--- src/rtl/wksg_event_logger.sv ---
// Event logger for the wksg sx/sy pair: registers the pair, detects changes and queues
// each change (new code + timestamp) in a small FIFO drained over valid/ready.
module wksg_event_logger #(
  parameter int DEPTH = 4,
  parameter int TS_W  = 8,
  parameter int CNT_W = 8
) (
  input  logic                     clk,
  input  logic                     rst_n,
  input  logic                     sx,
  input  logic                     sy,
  input  logic                     clr,
  input  logic                     ev_ready,
  output logic                     ev_valid,
  output logic [1:0]               ev_code,
  output logic [TS_W-1:0]          ev_ts,
  output logic [$clog2(DEPTH):0]   level,
  output logic                     overflow,
  output logic [CNT_W-1:0]         drop_cnt,
  output logic                     illegal
);

  localparam int AW = $clog2(DEPTH);
  localparam int LW = AW + 1;

  logic [1:0]      s_r;
  logic [1:0]      prev_r;
  logic [TS_W-1:0] ts_r;
  logic [1:0]      code_mem_r [DEPTH];
  logic [TS_W-1:0] ts_mem_r   [DEPTH];
  logic [AW-1:0]   wr_ptr_r;
  logic [AW-1:0]   rd_ptr_r;
  logic [LW-1:0]   level_r;
  logic            overflow_r;
  logic [CNT_W-1:0] drop_cnt_r;
  logic            illegal_r;

  logic change_s;
  logic pop_s;
  logic full_s;
  logic wr_en_s;
  logic drop_s;

  // Push/pop decisions; a full FIFO still accepts a push when the head pops on the same edge.
  always_comb begin
    change_s = 1'b0;
    pop_s    = 1'b0;
    full_s   = 1'b0;
    wr_en_s  = 1'b0;
    drop_s   = 1'b0;
    change_s = (s_r != prev_r);
    pop_s    = (level_r != {LW{1'b0}}) && ev_ready;
    full_s   = (level_r == LW'(DEPTH));
    wr_en_s  = change_s && (!full_s || pop_s);
    drop_s   = change_s && full_s && !pop_s;
  end

  // Sampling pipeline, timestamp, FIFO storage/pointers and sticky status.
  always_ff @(posedge clk or negedge rst_n) begin
    if (!rst_n) begin
      s_r        <= 2'b00;
      prev_r     <= 2'b00;
      ts_r       <= {TS_W{1'b0}};
      wr_ptr_r   <= {AW{1'b0}};
      rd_ptr_r   <= {AW{1'b0}};
      level_r    <= {LW{1'b0}};
      overflow_r <= 1'b0;
      drop_cnt_r <= {CNT_W{1'b0}};
      illegal_r  <= 1'b0;
      for (int i = 0; i < DEPTH; i++) begin
        code_mem_r[i] <= 2'b00;
        ts_mem_r[i]   <= {TS_W{1'b0}};
      end
    end else if (clr) begin
      // A change pending in this cycle is discarded by resyncing prev to s.
      s_r        <= {sx, sy};
      prev_r     <= s_r;
      ts_r       <= {TS_W{1'b0}};
      wr_ptr_r   <= {AW{1'b0}};
      rd_ptr_r   <= {AW{1'b0}};
      level_r    <= {LW{1'b0}};
      overflow_r <= 1'b0;
      drop_cnt_r <= {CNT_W{1'b0}};
      illegal_r  <= 1'b0;
    end else begin
      s_r    <= {sx, sy};
      prev_r <= s_r;
      ts_r   <= ts_r + TS_W'(1);
      if (s_r == 2'b11) begin
        illegal_r <= 1'b1;
      end
      if (wr_en_s) begin
        code_mem_r[wr_ptr_r] <= s_r;
        ts_mem_r[wr_ptr_r]   <= ts_r;
        wr_ptr_r             <= wr_ptr_r + AW'(1);
      end
      if (pop_s) begin
        rd_ptr_r <= rd_ptr_r + AW'(1);
      end
      case ({wr_en_s, pop_s})
        2'b10:   level_r <= level_r + LW'(1);
        2'b01:   level_r <= level_r - LW'(1);
        default: level_r <= level_r;
      endcase
      if (drop_s) begin
        overflow_r <= 1'b1;
        if (drop_cnt_r != {CNT_W{1'b1}}) begin
          drop_cnt_r <= drop_cnt_r + CNT_W'(1);
        end
      end
    end
  end

  assign ev_valid = (level_r != {LW{1'b0}});
  assign ev_code  = code_mem_r[rd_ptr_r];
  assign ev_ts    = ts_mem_r[rd_ptr_r];
  assign level    = level_r;
  assign overflow = overflow_r;
  assign drop_cnt = drop_cnt_r;
  assign illegal  = illegal_r;

endmodule

--- config.mk ---
export PLATFORM = sky130hd
export DESIGN_NAME = wksg_event_logger
export DESIGN_NICKNAME = d
export VERILOG_FILES = /design/src/rtl/wksg_event_logger.sv
export SDC_FILE = /design/constraint.sdc
export NUM_CORES = 1
export LEC_CHECK = 0
export CELL_PAD_IN_SITES_DETAIL_PLACEMENT = 1
export CELL_PAD_IN_SITES_GLOBAL_PLACEMENT = 1
export CORE_ASPECT_RATIO = 1.25
export CORE_UTILIZATION = 28
export CTS_CLUSTER_SIZE = 14
export DETAILED_ROUTE_END_ITERATION = 10
export PLACE_DENSITY_LB_ADDON = 0.1
export SYNTH_ARGS = -nofsm -noshare
export SYNTH_HDL_FRONTEND = slang
export SYNTH_SLANG_ARGS = --single-unit
--- constraint.sdc ---
create_clock -name clk -period 2.37 [get_ports clk]
set_clock_uncertainty 0.2 [all_clocks]
set_input_delay 0.3555 -clock clk [delete_from_list [all_inputs] [get_ports clk]]
set_output_delay 0.3555 -clock clk [all_outputs]
set_load 0.1 [all_outputs]
== Word-level counts from Yosys, hierarchy flattened ==
Index checks and enable logic that the tools add are counted.

* Bits in registers: 69
* Input bits: 6
* Output and inout bits: 24
* Logic and storage cells: 78

* Add/subtract/negate cells: 6
* Magnitude comparators: 3
* Equal/unequal tests: 6
* Multiplexer cells: 26
* Bitwise gates (word level): 3
* Reductions and logical operators: 17

{| class="wikitable"
|+ Operators with widths
! cell !! number
|-
| 8-bit two-way mux || 7
|-
| 32-bit bitwise mux || 1
|-
| 8-bit by 1-bit adder with 8-bit output, second input constant || 2
|-
| 8-bit binary-select mux with 2-bit select || 1
|-
| 8-bit demux with 2-bit select || 1
|-
| 2-bit two-way mux || 7
|-
| 2-bit nonzero test || 5
|-
| 8-bit bitwise mux || 1
|-
| 8-bit inequality test, second input constant || 1
|-
| 3-bit >= comparator, second input constant || 2
|-
| 2-bit NOT with 3-bit output || 2
|-
| 3-bit one-hot mux with 2 select lines || 1
|-
| 3-bit nonzero test || 2
|-
| 1-bit logical AND || 5
|-
| 2-bit by 1-bit adder with 2-bit output, second input constant || 2
|-
| 2-bit binary-select mux with 2-bit select || 1
|-
| 2-bit demux with 2-bit select || 1
|-
| 2-bit == test, second input constant || 2
|-
| 1-bit two-way mux || 4
|-
| 2-bit AND reduction || 2
|-
| 3-bit by 1-bit adder with 3-bit output, second input constant || 1
|-
| 3-bit == test, second input constant || 1
|-
| 3-bit by 1-bit < comparator with 1-bit output, second input constant || 1
|-
| 3-bit two-way mux || 1
|-
| other kinds (6) || 7
|}

== Depth between registers and ports, before layout ==
Gate-level depths: netlist of the first run.

* Word-level depth: 7
* Depth in mapped cells: 6
* Gate-level depth less buffers: 6

== Worst setup path before layout of the first run ==
OpenSTA, ideal clock, no wires.

* Path kind: flip-flop to flip-flop
* From: register level_r[1], in the netlist level[1]
* To: register level_r[2], in the netlist level[2]
* Setup time: 0.125 ns
* Arrival: 2.341 ns
* Setup slack: -0.296 ns
* Cell stages (with the launch flop): 7
* Buffers on the path: 0
* Clock period less this slack: 2.666 ns
* Cell sequence: dfrtp_1 -> o31ai_1 -> nor3_1 -> fa_1 -> inv_1 -> a2bb2oi_1 -> mux2_2

* Cells in the longest elaborated chain, start to end: 7
* Elaborated cells between the ends (all ways): 13
* Those cells by class: 2 x add/sub; 3 x eq/ne; 2 x mux; 6 x reduce/logical

{| class="wikitable"
|+ RTL lines
! element !! RTL line !! RTL
|-
| start, declared || 33 || <nowiki>logic [LW-1:0] level_r;</nowiki>
|-
| start signal, assigned || 66 || <nowiki>level_r <= {LW{1'b0}};</nowiki>
|-
| start signal, assigned || 81 || <nowiki>level_r <= {LW{1'b0}};</nowiki>
|-
| start signal, assigned || 101 || <nowiki>2'b10: level_r <= level_r + LW'(1);</nowiki>
|-
| 3-bit == test or 3-bit nonzero test (tied branches) || 53, 52 ||
|-
| 1-bit logical NOT or 1-bit logical AND (tied branches) || 54, 52 ||
|-
| 1-bit logical OR || 54 || <nowiki>wr_en_s = change_s && (!full_s || pop_s);</nowiki>
|-
| 1-bit logical AND || 54 ||
|-
| 2-bit by 1-bit == test with 1-bit output or 2-bit == test (tied branches) || 100 || <nowiki>case ({wr_en_s, pop_s})</nowiki>
|-
| 3-bit one-hot mux with 2 select lines || 100 ||
|-
| 3-bit two-way mux || 74 || <nowiki>end else if (clr) begin</nowiki>
|}

Several ways; a longest one is shown, not always the timed one.
A chain may end at the register's enable or synchronous reset.

== Worst setup path in the final report of the first run ==
* From: register rd_ptr_r[0]
* To: output ev_code[0]

* Cells in the longest elaborated chain, start to end: 4

{| class="wikitable"
|+ RTL lines
! element !! RTL line !! RTL
|-
| start, declared || 32 || <nowiki>logic [AW-1:0] rd_ptr_r;</nowiki>
|-
| start signal, assigned || 65 || <nowiki>rd_ptr_r <= {AW{1'b0}};</nowiki>
|-
| start signal, assigned || 80 || <nowiki>rd_ptr_r <= {AW{1'b0}};</nowiki>
|-
| start signal, assigned || 98 || <nowiki>rd_ptr_r <= rd_ptr_r + AW'(1);</nowiki>
|-
| 2-bit NOT with 3-bit output (not written as such) || 115 || <nowiki>assign ev_code = code_mem_r[rd_ptr_r];</nowiki>
|-
| 2-bit binary-select mux with 2-bit select || 115 ||
|-
| 2-bit two-way mux (not written as such) (2 in a row) || 115 ||
|-
| end, declared || 15 || <nowiki>output logic [1:0] ev_code,</nowiki>
|}

No other way between the ends. The select of a mux whose other input is x is not followed.

==> impl_results.md, run 1 <==
- Post-DP Area: 0.00389 mm²
- Die width: 97.9 µm
- # setup viols final: 0
- Tcrit/Tclk final: 94.6%
- Seq cells post-synth: between 60 and 70
- DIE HEIGHT: 122 µm
- Iteration-0 DRC Markers: 29
- Maximum fanout along the worst path: 10
- Sink Count: 69
- DP Wirelength: just under 5000 µm
- Critical path class: reg2out
- Total grt overflow: 0
- Placed insts: a little over 400
- R2r startpoint: level[1]
- Fin nets: ~300
- PD cells: approximately 1100 mW/mm²
- M1 WL: about 3000 µm
- Area Growth Syn to Fin: 31.0%
- CTS tree: built
- Final hold violations: 0
- Vias: around 2000
- Avg Cell Area, Syn: between 10 and 15 µm²
- Slew Viols, Final: 0
- Fillers: between 1000 and 1500
- Post-synthesis sequential area ratio: a little over half
- Max Fclk: between 400 and 500 MHz
- Critical Path AT: ~1700 ps
- Worst skew pair latency: between 300 and 400 ps
- Final setup margin: approximately 130 ps
- Worst slew pin tran: between 400 and 500 ps
- # port buffers: 29
- Largest net degree at the start of global routing: 70
- Worst setup startpoint: rd_ptr_r[0]
- Placeable Area: about 0.011 mm²
- Via/cell ratio: ~4.7
- Total Wirelength: 7030 µm
- Maximum VDD drop: approximately 0.88 mV
- Worst hold path class: in2reg
- Total GRT Usage: between 10% and 20%
- CP required: roughly 1800 ps
- WL/cell: between 15 and 20 µm
- Max-slew headroom: about 73%
- Reg2reg setup slack: 150 ps
- Status: completed
- Synth Warn #: 0
- Synth Cell Area: approximately 0.0032 mm²
- I/O pins: 30
- Reg2reg end: level[2]
- Crit path time final: around 2200 ps
- Area occupied by multi-input gates: ~0.0014 mm²
- Syn Nets: 246
- Initial Util: around 29%
- Static leakage: about 0.0019 µW
- Antenna violations before repair: 0
- Met3 routed WL: approximately 180 µm
- Worst Setup EP: ev_code[0]
- H-tree levels: 3
- Antenna Cells: 0
- Uppermost layer routed: met4
- Mapped Cells: 233
- CP startpoint kind: flop
- Initial DRT Pass Iterations: 2
- Fin area: around 0.0042 mm²
- Worst-path clk slew: approximately 60 ps
- Total die area: 0.0119 mm²
- R2r worst-path depth: 6
- Non-Filler Instances: between 400 and 500
- Layout cells sized above 1: between 40% and 50%
- First-pass GRT wire length: between 10000 and 15000 µm
- Cts bufs inserted: 9
- Fin util: 37.9%
- Seq. cell area: 0.00174 mm²
- Max-cap violations: 0
- Vias in the first global route: 2191
- Detailed-route DRC error count: 0
- Met2 routed WL: between 3000 and 4000 µm
- Clk root buf: clkbuf_16
- Post-Place Worst Slack: -91.1 ps
- Clock tree buffer depth: 2
- Worst setup EP type: output pin
- Unique cell type count in the Yosys netlist: 35
- Power, Total: roughly 4700 µW
- RSZ-0062 raised after global routing: false
- DRT antenna net count: 0
- GPL Wtd Cong: 0.679
- Row Count: between 40 and 50
==> per-layer routing <==
layer,vias to the layer above,GRT usage [%]
met5,-,0
met4,0,5.97
met3,9,2.93
met2,26,23.2
met1,1037,15.9
li1,927,-
==> worst min-delay path by stage <==
stage          slack [ps]             to  cells after the start  startpoint
2_1_floorplan        -140  code_mem_r[0]                      0       rst_n
3_3_place_gp          220   ts_mem_r[26]                      2       rst_n
3_5_place_dp          220   ts_mem_r[26]                      2       rst_n
4_1_cts               270         s_r[1]                      1          sx
5_1_grt               270         s_r[1]                      1          sx
6_report              280         s_r[1]                      1          sx
==> through the flow <==
step / setup TNS, ps / hold slack (ps)
CTS: 0 / 266
detailed placement: -91.1 / 217
global placement: -52.4 / 221
global route: 0 / 267
floorplan: 0 / -140
finish: 0 / 278
==> cell families (layout without fill, tap and decap cells) <==
family | Yosys count | count (layout) | share of synthesized area (%)
buf+inv | 17 | 74 | 2.95
compound gates | 20 | 20 | 4.43
simple gates | 52 | 52 | 9.41
fa+ha+maj | 7 | 7 | 2.95
flops | 69 | 69 | 53.6
xor+xnor | 13 | 13 | 4.00
mux | 55 | 55 | 22.6
==> worst max-delay path: stages (launching register included) <==
cell,delay [ps]
dfrtp_1,420
buf_12,180
mux4_2,560
buf_12,190
==> where the power goes <==
| group | total, µW | leakage [µW] | switching [µW] | internal [µW] |
|---|---|---|---|---|
| logic | 1820 | 0.000828 | 1090 | 723 |
| clock network | 1380 | 0.000158 | 486 | 895 |
| registers | 1500 | 0.000918 | 119 | 1380 |
| total | 4700 | 0.00190 | 1700 | 3000 |
==> cells in the final DEF, fill, tap and decap left out, drive strengths merged, types with 2 or more instances in the layout <==
master,synthesis,routed
clkinv,0,3
nor2,17,17
or3,8,8
inv,6,6
dfrtp,69,69
o21ai,6,6
mux2,42,42
mux2i,3,3
nand2,5,5
nor2b,3,3
xor2,8,8
and3,3,3
nand3,7,7
xnor2,5,5
ha,6,6
nand2b,2,2
nor3b,4,4
buf,6,47
clkbuf,5,12
a21oi,7,7
mux4,10,10
clkdlybuf4s50,0,4
==> cell type report <==
| cell class | count | share of cell area [%] |
|---|---|---|
| clock inverters | 4 | 1.07 |
| well taps | 135 | 4.01 |
| repair buffers | 52 | 13.6 |
| multi-input cells | 147 | 33.3 |
| flip-flops and latches | 69 | 41.2 |
| inverters | 6 | 0.534 |
| clock buffers | 12 | 6.32 |
==> flip-flops by register name, indices dropped and copies added (netlist names) <==
register    count
ts_r            8
overflow        1
level           3
rd_ptr_r        2
s_r             2
code_mem_r      8
prev_r          2
wr_ptr_r        2
drop_cnt        8
illegal         1
ts_mem_r       32
==> synth_stat cells <==
library cell	instances	share of area, %
nor3_1	1	0.16
mux4_2	10	7.0
dfrtp_1	69	54
nand2_1	5	0.58
inv_1	6	0.70
nand4_1	1	0.19
o31ai_1	1	0.23
mux2_2	31	11
nor3b_2	4	1.6
o21ai_0	6	0.93
o31a_1	1	0.27
a2bb2oi_1	1	0.27
and3_1	3	0.58
buf_6	4	1.4
nor2b_1	3	0.58
xor2_2	2	1.0
fa_1	1	0.62
ha_1	6	2.3
nand3_1	7	1.1
buf_2	1	0.16
o21bai_4	1	0.58
nand2b_1	2	0.39
o2111ai_1	1	0.27
mux2i_1	3	0.93
o21ba_2	1	0.31
mux2_1	11	3.8
nor4b_4	1	0.74
o221ai_2	1	0.47
xor2_1	6	1.6
clkbuf_1	5	0.58
buf_1	1	0.12
a21oi_1	7	1.1
or3_1	8	1.6
xnor2_1	5	1.4
nor2_1	17	2.0
==> what timing repair did <==
| item | in CTS | in global routing |
|---|---|---|
| setup endpoints to repair | 0 | 1 |
| gates resized for setup | 0 | 1 |
| setup buffers | 0 | 0 |
| hold buffers | 1 | 0 |
| hold endpoints to repair | 69 | 0 |
No activity file was read; power rests on OpenSTA's default activity.
==> inputs of run 2 (changes only) <==
- DONT_BUFFER_PORTS: not set -> 1
- MAX_ROUTING_LAYER: not set -> met4
==> impl_results.md, run 2 (same netlist as run 1, synthesis figures left out) <==
- Worst hold path class: in2reg
- Fillers: 1169
- Max Fclk: 434 MHz
- # Post-CTS Setup Buffers: 0
- Max-slew headroom: between 30% and 40%
- PD cells: 1110 mW/mm²
- Maximum fanout along the worst path: 4
- Worst slew pin tran: between 1000 and 1500 ps
- Total Wirelength: between 7000 and 8000 µm
- Final hold violations: 0
- H-tree levels: 3
- Most frequent cells in the layout: dfrtp_1, mux2_2, buf_4, nor2_1, mux2_1
- Sink Count: 69
- Critical Path AT: between 1500 and 2000 ps
- # setup viols final: 0
- Crit path time final: approximately 2300 ps
- # port buffers: 0
- Die width: a little under 100 µm
- WL/cell: about 17 µm
- Worst setup EP type: output pin
- CP Cell Sequence: buf_4 > or3_1 > buf_4
- CP required: ~1800 ps
- Top reg by flops: ts_mem_r
- Most common library cell in the layout ignoring fill and taps: dfrtp_1
- Crit path top cell by count: buf_4
- Critical path class: reg2out
- Total die area: 0.0119 mm²
- CTS tree: built
- Max incr delay on CP: about 520 ps
- Maximum VDD drop: approximately 0.77 mV
- Total GRT Usage: approximately 14%
- Area occupied by multi-input gates: between 0.001 and 0.0015 mm²
- Vias in the first global route: 2213
- Power, Total: ~4600 µW
- Row Count: 43
- Area Growth Syn to Fin: 28.6%
- Layout cells sized above 1: about two fifths
- DRT antenna net count: 0
- Reg2reg setup slack: 80 ps
- Crit-path slowest cell: dfrtp_4
- CP startpoint kind: flop
- Fin nets: ~290
- Clk root buf: clkbuf_16
- Status: completed
- Antenna Cells: 0
- DIE HEIGHT: around 120 µm
- Clock tree buffer depth: 2
- GPL Wtd Cong: between 0.6 and 0.7
- Detailed-route DRC error count: 0
- Slew Viols, Final: 0
- Cts bufs inserted: 9
- DP Wirelength: 4830 µm
- Initial DRT Pass Iterations: 4
- Max reg flops: 32
- Placeable Area: between 0.01 and 0.015 mm²
- Static leakage: about 0.0018 µW
- Antenna violations before repair: 0
- R2r worst-path depth: 7
- Max-cap violations: 0
- Iteration-0 DRC Markers: between 50 and 60
- Worst skew pair latency: about 330 ps
- Seq. cell area: 0.00174 mm²
- Via/cell ratio: 4.72
- Total grt overflow: 0
- First-pass GRT wire length: about 12000 µm
- Largest net degree at the start of global routing: 70
- Fin util: a little under two fifths
- Tcrit/Tclk final: 97.2%
- Vias: between 1500 and 2000
- Initial Util: just under 30%
- Worst-path clk slew: 50 ps
- I/O pins: 30
- Worst hold stages: 2
## run 2: worst paths after layout
| path | start | endpoint |
|---|---|---|
| max | level[1] | ev_valid |
| min reg2reg | ts_mem_r[27] | ts_mem_r[27] |
| max reg2reg | level[0] | level[2] |
| max in group asynchronous | rst_n | level[1] |
| min in group asynchronous | rst_n | ts_mem_r[25] |
| min | clr | level[0] |
## run 2: power by group
part / internal, µW / total, µW / switching [µW]
registers: 1380 / 1520 / 135
clock network: 824 / 1300 / 471
logic: 703 / 1800 / 1100
total: 2910 / 4610 / 1700
## run 2: cell type report
cell class / instances / share of cell area (%)
clock buffers: 16 / 7.04
repair buffers: 42 / 11.4
multi-input cells: 147 / 35.0
inverters: 6 / 0.544
well taps: 135 / 4.08
flip-flops and latches: 69 / 41.9
## run 2: through the flow
stage | setup TNS (ps) | std cells | hold WS (ps) | instance area [µm²] | setup WS (ps)
6_report | 0 | 415 | 63.2 | 4140 | 67.5
5_1_grt | -13.1 | 415 | 87.1 | 4140 | -13.1
4_1_cts | -3090 | 415 | 48.3 | 4100 | -162
3_5_place_dp | -3910 | 393 | -137 | 3720 | -164
3_3_place_gp | -3800 | 393 | -137 | 3720 | -161
2_1_floorplan | 0 | 233 | -140 | 3230 | 25.8
## run 2: repair_timing
action,4_1_cts,5_1_grt
hold buffers,6,0
pin swaps,0,0
setup endpoints to repair,39,31
resized for setup,2,6
hold endpoints to repair,93,0
gates cloned,0,0
## run 2: worst max-delay path: cells and delay by family, from the launching register on
family | cells | cell delay, ps
AND/OR/NAND/NOR | 1 | 400
buffers and inverters | 2 | 500
flip-flops | 1 | 520
## run 2: per-layer routing
metal  part of all wire [%]  up-vias  GRT usage (%)  wire (µm)
met1                     43     1005           16.8       3110
met5                      0        -              -          0
met3                    2.2       12           2.35        158
li1                       -      914              -          -
met2                     53       27           23.3       3790
met4                    2.3        0           7.67        163
==> variant (config.mk and constraints of run 2) <==
Put one more register stage on the output `drop_cnt`. The value now appears one clock later. The other outputs are not delayed to match.
--- a/src/rtl/wksg_event_logger.sv
+++ b/src/rtl/wksg_event_logger.sv
@@ -118,3 +118,5 @@
   assign overflow = overflow_r;
-  assign drop_cnt = drop_cnt_r;
+  always_ff @(posedge clk) begin
+    drop_cnt <= drop_cnt_r;
+  end
   assign illegal  = illegal_r;
Formal check against the unedited RTL: not equivalent (Yosys sat finds a counterexample within 10 cycles, from zero or initial values and one cycle with rst_n low).
==> variant against run 2 <==
Sequential cell count rose by 8; total power rose by 5.0%; hold slack got worse by 0.023 ns; synthesized area rose by 4.4%; worst setup slack improved by 0.085 ns; routed wire length rose by 0.18%; design area rose by 4.6%; critical endpoint unchanged; largest power group unchanged.
==> variant: results (changes against run 2) <==
cts:
  cts_resized: 4  # was 2
  cts_hold_buf: 5  # was 6
  cts_made_buffers: 9  # unchanged
  clk_latency_ns: 0.34
grt:
  grt_util_met3: 0.0337  # was 0.0235
  grt_pass1_wl_mm: 12.7  # was 12.1 mm
  grt_pass1_vias: 2327  # was 2213
  grt.met1_usage: 0.173  # was 0.168
  grt_max_degree: 70  # unchanged
  grt_usage: 0.141  # was 0.142
  met2_usage: 0.223  # was 0.233
synthesis:
  syn-num-nets: 254  # was 246
  synth_xor_area_frac: 0.0387  # was 0.0400
  async_flop_share: 0.896  # was 1.00
  synthMuxAreaShare: 0.217  # was 0.226
  synth-compound-area-share: 0.0372  # was 0.0443
  synth.area.top_cells: "dfrtp_1 (51%), mux2_2 (13%), mux4_2 (6.7%), dfxtp_1 (4.8%), ha_1 (2.2%)"  # was dfrtp_1 (54%), mux2_2 (11%), mux4_2 (7.0%), mux2_1 (3.8%), ha_1 (2.3%)
  ys_seq_area_frac: 0.561  # was 0.536
  synthCells: 241  # was 233
  yosysUniqueCellTypes: 39  # was 35
  yosys-top-cells-count: "dfrtp_1 (69), mux2_2 (39), nor2_1 (17)"  # was dfrtp_1 (69), mux2_2 (31), nor2_1 (17)
  synthAdderAreaFrac: 0.0283  # was 0.0295
  yosys_warnings: 0  # unchanged
setup_path:
  r2r_end: "level[2]"  # unchanged
  startpoint: "level[0]"  # was level[1]
  worstPathMaxFanout: 4  # unchanged
  arrival_ns: 1.66  # was 1.75 ns
  critPathTopFamily: "flip-flops"  # unchanged
  reg2reg_depth: 6  # was 7
  ff2ff_setup_slack_ns: 0.16  # was 0.08 ns
drt:
  num_vias: 2014  # was 1958
  drtIter0Drc: 80  # was 51
  wl_met2_mm: 3.81  # was 3.79 mm
  wl_met1_mm: 3.11  # about the same
  wl_met3_um: 212  # was 158 µm
  wl_per_cell_um: 16.3  # was 17.4 µm
finish:
  drive_above_1_share: 0.412  # was 0.382
  largest_reg_flops: 32  # unchanged
  nNetsFinal: 292  # was 288
  final_cells: 445  # was 415
  fillers: 1234  # was 1169
place:
  gp_congestion: 0.728  # was 0.680
  dp_slack_ns: 0.177  # was -0.164 ns
  dpl_cell_area_um2: 3940  # was 3720 µm²
  hpwl_mm: 4.71  # was 4.83 mm
  place_inst: 423  # was 393
hold_path:
  min_to: "level[0]"  # unchanged
  min_from: "clr"  # unchanged
power_and_ir_drop:
  leakage_uw: 0.00188  # was 0.00184 µW
  vdd_ir_drop_max_uv: 985  # was 770 µV
  p_int_uw: 3040  # was 2910 µW
sta:
  worst_slack_ns: 0.153  # was 0.0675 ns
  worst_pin_slew_ns: 1.01  # about the same
status:
  status: "finished, final reports clean"  # unchanged
-- variant: changes by cell type after synthesis, sizes merged, moves of 3 or more --
cell   before  now
dfxtp       0    8
or3         8    4
a21oi       7   10
inv         6    3
o21ai       6    3
o31ai       1    4
or4         0    3
-- variant: cell type report --
class	count	area share
sequential	77	0.438
clock buffer	11	0.0584
clock inverter	5	0.00809
multi-input combinational	147	0.325
timing repair buffer	41	0.121
inverter	3	0.00260
tap	161	0.0465
-- variant: power by group through the flow --
stage	clock, µW	combinational (µW)	sequential [µW]
4_1_cts	1370	1840	1680
3_3_place_gp	0	1760	1690
6_report	1310	1860	1680
3_5_place_dp	0	1770	1700
2_1_floorplan	0	1090	1840
5_1_grt	1420	1970	1710
-- variant: per-stage QoR --
stage / util / hold slack (ns)
global placement: 0.338 / -0.138
CTS: 0.369 / 0.0226
detailed placement: 0.338 / -0.138
global route: 0.371 / 0.0674
finish: 0.371 / 0.0404
floorplan: - / -0.140
